[config.mk]
export PLATFORM = sky130hd
export DESIGN_NAME = frame_serializer
export DESIGN_NICKNAME = d
export VERILOG_FILES = /design/src/rtl/frame_serializer.sv
export SDC_FILE = /design/constraint.sdc
export NUM_CORES = 1
export LEC_CHECK = 0
export CORE_MARGIN = 5
export CORE_UTILIZATION = 45
export DETAILED_ROUTE_END_ITERATION = 10
export PLACE_DENSITY = 0.78
export SETUP_SLACK_MARGIN = 0.02
export SLEW_MARGIN = 10
export SYNTH_ARGS = -nofsm -noshare
export SYNTH_HDL_FRONTEND = slang
export SYNTH_SLANG_ARGS = --single-unit
export TNS_END_PERCENT = 10
[constraint.sdc]
create_clock -name clk -period 5.4 [get_ports clk]
set_input_delay 0.81 -clock clk [delete_from_list [all_inputs] [get_ports clk]]
set_output_delay 0.81 -clock clk [all_outputs]
set_load 0.005 [all_outputs]
[src/rtl/frame_serializer.sv]
// frame_serializer: parallel-to-serial shifter with a one-word holding register.
// Optional even parity bit after each word: FRAME_SERIALIZER_PARITY_EN.
module frame_serializer #(
  parameter int   WIDTH     = 8,
  parameter int   MSB_FIRST = 1,
  parameter logic IDLE_BIT  = 1'b0
) (
  input  logic             clk,
  input  logic             reset,
  input  logic [WIDTH-1:0] load_data,
  input  logic             load_valid,
  output logic             load_ready,
  output logic             ser_out,
  output logic             ser_valid,
  output logic             frame_start,
  output logic             busy
);

`ifdef FRAME_SERIALIZER_PARITY_EN
  localparam int FRAME_LEN = WIDTH + 1;
`else
  localparam int FRAME_LEN = WIDTH;
`endif
  localparam int CW = $clog2(FRAME_LEN);
  localparam logic [CW-1:0] LAST = CW'(FRAME_LEN - 1);

  typedef enum logic {IDLE, SHIFT} state_t;

  state_t           state;
  state_t           state_nxt;
  logic [CW-1:0]    bit_cnt;
  logic [WIDTH-1:0] shreg;
  logic [WIDTH-1:0] hold;
  logic [WIDTH-1:0] ld_word;
  logic             hold_full;
  logic             accept;
  logic             free;
  logic             load;
  logic             bypass;

  function automatic logic head(input logic [WIDTH-1:0] w);
    return (MSB_FIRST != 0) ? w[WIDTH-1] : w[0];
  endfunction

  function automatic logic [WIDTH-1:0] adv(
    input logic [WIDTH-1:0] w
  );
    return (MSB_FIRST != 0) ? {w[WIDTH-2:0], 1'b0}
                            : {1'b0, w[WIDTH-1:1]};
  endfunction

  assign load_ready = ~hold_full & ~reset;
  assign accept     = load_valid & load_ready;
  assign free       = (state == IDLE) ||
                      (state == SHIFT && bit_cnt == LAST);
  assign load       = free & (hold_full | accept);
  assign bypass     = free & ~hold_full & accept;
  assign ld_word    = hold_full ? hold : load_data;
  assign busy       = (state == SHIFT) | hold_full;

  // state register
  always_ff @(posedge clk or posedge reset) begin
    if (reset) state <= IDLE;
    else       state <= state_nxt;
  end

  // next state: stay in SHIFT while words keep arriving at free edges
  always_comb begin
    state_nxt = state;
    case (state)
      IDLE:    if (load) state_nxt = SHIFT;
      SHIFT:   if (bit_cnt == LAST && !load) state_nxt = IDLE;
      default: state_nxt = IDLE;
    endcase
  end

  // holding register: captures any accepted word that did not bypass
  always_ff @(posedge clk or posedge reset) begin
    if (reset) begin
      hold      <= '0;
      hold_full <= 1'b0;
    end else if (accept && !bypass) begin
      hold      <= load_data;
      hold_full <= 1'b1;
    end else if (load && hold_full) begin
      hold_full <= 1'b0;
    end
  end

`ifdef FRAME_SERIALIZER_PARITY_EN
  logic par;

  // even parity of the word in flight, sent after the data bits
  always_ff @(posedge clk or posedge reset) begin
    if (reset)     par <= 1'b0;
    else if (load) par <= ^ld_word;
  end
`endif

  // shifter and registered serial outputs
  always_ff @(posedge clk or posedge reset) begin
    if (reset) begin
      shreg       <= '0;
      bit_cnt     <= '0;
      ser_out     <= IDLE_BIT;
      ser_valid   <= 1'b0;
      frame_start <= 1'b0;
    end else if (load) begin
      shreg       <= adv(ld_word);
      bit_cnt     <= '0;
      ser_out     <= head(ld_word);
      ser_valid   <= 1'b1;
      frame_start <= 1'b1;
    end else if (state == SHIFT && bit_cnt != LAST) begin
      bit_cnt     <= bit_cnt + CW'(1);
      frame_start <= 1'b0;
`ifdef FRAME_SERIALIZER_PARITY_EN
      if (bit_cnt == CW'(WIDTH - 1)) begin
        ser_out <= par;
      end else begin
        ser_out <= head(shreg);
        shreg   <= adv(shreg);
      end
`else
      ser_out <= head(shreg);
      shreg   <= adv(shreg);
`endif
    end else begin
      ser_out     <= IDLE_BIT;
      ser_valid   <= 1'b0;
      frame_start <= 1'b0;
    end
  end

endmodule

==> results by group <==
Finish
  • Filler-free cell count of the finished design: 137
  • Commonest non-fill, non-tap cells in the layout: dfrtp_1, clkdlybuf4s50_1, nor2_1, mux2i_1
  • Nets: 123
  • Multi-input gate area: 479.2 um^2
  • Most common cell after layout, fill and taps aside: dfrtp_1
  • Ant diodes: 0
  • FILL cells: 185
  • Layout cells sized above 1: 0.1468
  • Sequential cell area: 575.6 um^2
  • Area growth syn-to-layout: 15.98%

Synth
  • Synth Register Bits: 23
  • Main synth FF type: dfrtp_1
  • Syn Nets: 110
  • Sequential share of the synthesized area: 0.5251
  • Ys async rst share: 1.000
  • Synth cell types: 25
  • Cell count after synthesis: between 90 and 100
  • Synthesized area per cell: 11.30 um^2
  • Post-synthesis cell area: 1096 um^2
  • Yosys warns: 0
  • EDFF count, synth: 0

Routing
  • Vias post-DR: 719
  • Drt pass-1 iters: 4
  • Starting DRT DRC Count: 11
  • Drt drc: 0
  • Vias/cell: ~5.2
  • ANT nets after route: 0
  • WL/cell: 12.96 um
  • Routed WL: 1.775 mm

Die
  • Die height: 59.35 um
  • I/O pin count: 16
  • Chip width: between 50 and 60 um
  • Num rows: 17
  • Full die area: 3522 um^2
  • Initial core utilization: 0.4816
  • Core area: 2276 um^2

Power
  • PwrDens: 495.3 nW/um^2
  • Worst ir drop on vdd: 0.0002386 V
  • Tot Pwr: 629.6 uW
  • Leakage: roughly 0.00058 uW

Global routing
  • Gr usage total: 0.1144
  • First-pass GRT wire length: 3.063 mm
  • Largest net degree at the start of global routing: 28
  • Vias in the first global route: roughly 680
  • Total global routing overflow: 0
  • Initial antenna violation count: 0

Setup path
  • Crit Path Class: flip-flop to output port
  • Worst Setup Start Kind: flip-flop
  • Setup crit end kind: output port
  • WP data required: 4590 ps
  • Critical path data arrival time: 2030 ps
  • Crit Path Max Fanout: 27

Clocking
  • Worst-path clk slew: 130 ps
  • # hold bufs at CTS: 0
  • H-tree levels: 1
  • Post-CTS Setup Inserts: 0
  • Maximum buffer depth of the clock tree: 2
  • Clock Latency Late Sink: around 310 ps
  • PostCTS Resize Cnt: 0
  • Num CTS Buffers: 3
  • CTS tree: yes
  • Root buffer cell: clkbuf_4
  • Clock Sinks: 23

Placement
  • Placed cells: 133
  • Placer congestion estimate: 0.7502
  • Placement Setup Slack: 2674 ps
  • Detailed Place HPWL: around 1.3 mm
  • PortBufs: 15

Timing
  • Clock Skew: between 10 and 15 ps
  • Tmin final: between 2000 and 3000 ps
  • Final Setup Violations: 0
  • Hold Violations, Final: 0
  • Worst Tran Pin Value: 1184 ps
  • Total negative slack: 0 ps
  • PnR worst setup slack: around 2600 ps
  • Slew margin rel.: 0.2090
  • RSZ-0062 raised after global routing: no
  • Max Fclk: 0.3521 GHz
  • Final Max Slew Viols: 0
  • Crit share post-route: 0.5259

Run status
  • Status: finished clean

Run
  • MaxCap Viol Count: 0

Min path
  • Hold Path Class: flip-flop to flip-flop
==> flip-flops by register name, summed over array words and instances (netlist names) <==
register	cells
ser_valid	1
bit_cnt	3
ser_out	1
shreg	7
hold_full	1
hold	8
frame_start	1
state	1
==> worst paths after layout <==
| path | startpoint | endpoint | slack [ps] | depth (start not counted) |
|---|---|---|---|---|
| max | hold_full$_DFFE_PP0P_ | busy | 2560 | 2 |
| min | shreg[7]$_DFFE_PP0P_ | ser_out$_DFF_PP0_ | 490 | 2 |
| max reg2reg | bit_cnt[0]$_DFFE_PP0P_ | bit_cnt[0]$_DFFE_PP0P_ | 3230 | 5 |
| min reg2reg | shreg[7]$_DFFE_PP0P_ | ser_out$_DFF_PP0_ | 490 | 2 |
| max in group asynchronous | reset | bit_cnt[1]$_DFFE_PP0P_ | 3850 | 2 |
| min in group asynchronous | reset | hold[2]$_DFFE_PP0P_ | 1030 | 2 |
==> cell usage after synthesis (all sizes together), types with 2 or more instances <==
library cell | count | area share
nor3 | 2 | 0.019
o21ai | 8 | 0.037
dfrtp | 23 | 0.53
mux2 | 8 | 0.082
nor2 | 10 | 0.034
buf | 5 | 0.027
nor2b | 2 | 0.011
nand2 | 5 | 0.017
a21oi | 6 | 0.027
mux2i | 9 | 0.082
ha | 2 | 0.023
a22o | 6 | 0.048
or2b | 2 | 0.018
clkbuf | 2 | 0.0069
==> power breakdown <==
group	total [uW]	switching (uW)	internal (uW)	leakage, uW
Clock	77.8	50.2	27.6	0.0000177
Sequential	311	65.2	246	0.000281
Combinational	241	99.7	141	0.000279
==> layer usage <==
layer / vias to the layer above / part of all wire / GRT usage
met3: 2 / 0.042 / 0.02397
met2: 14 / 0.49 / 0.1778
met4: 0 / 0.0096 / 0.04854
met1: 342 / 0.46 / 0.1534
li1: 361 / - / -
met5: - / 0 / 0
==> per-stage QoR <==
stage / instance area [um^2] / util / hold slack [ps]
final: 1271 / 0.5585 / 492.9
after global routing: 1271 / 0.5585 / 522.9
after CTS: 1271 / 0.5585 / 501.3
after detailed placement: 1244 / 0.5465 / 471.0
after global placement: 1244 / 0.5465 / 460.6
after floorplan: 1096 / - / 449.2
==> kinds of logic after synthesis <==
family	Yosys count	share of synthesized area
buffers and inverters	8	0.03766
adder cells (fa/ha/maj)	2	0.02283
flip-flops	23	0.5251
AO/OA/AOI/OAI	23	0.1324
multiplexers	17	0.1644
AND/OR/NAND/NOR	24	0.1176
==> final cells by class <==
class / count / share of cell area
clock buffers: 3 / 0.01772
multi-input cells: 66 / 0.3770
inverters: 1 / 0.002953
well taps: 28 / 0.02756
repair buffers: 15 / 0.1181
flip-flops and latches: 23 / 0.4528
clock inverters: 1 / 0.003937
==> critical path: stages, from the launching register on <==
cell and delay, ps:
dfrtp_1 990, or2_2 240, clkdlybuf4s50_1 490
(Power assumes the default switching activity.)
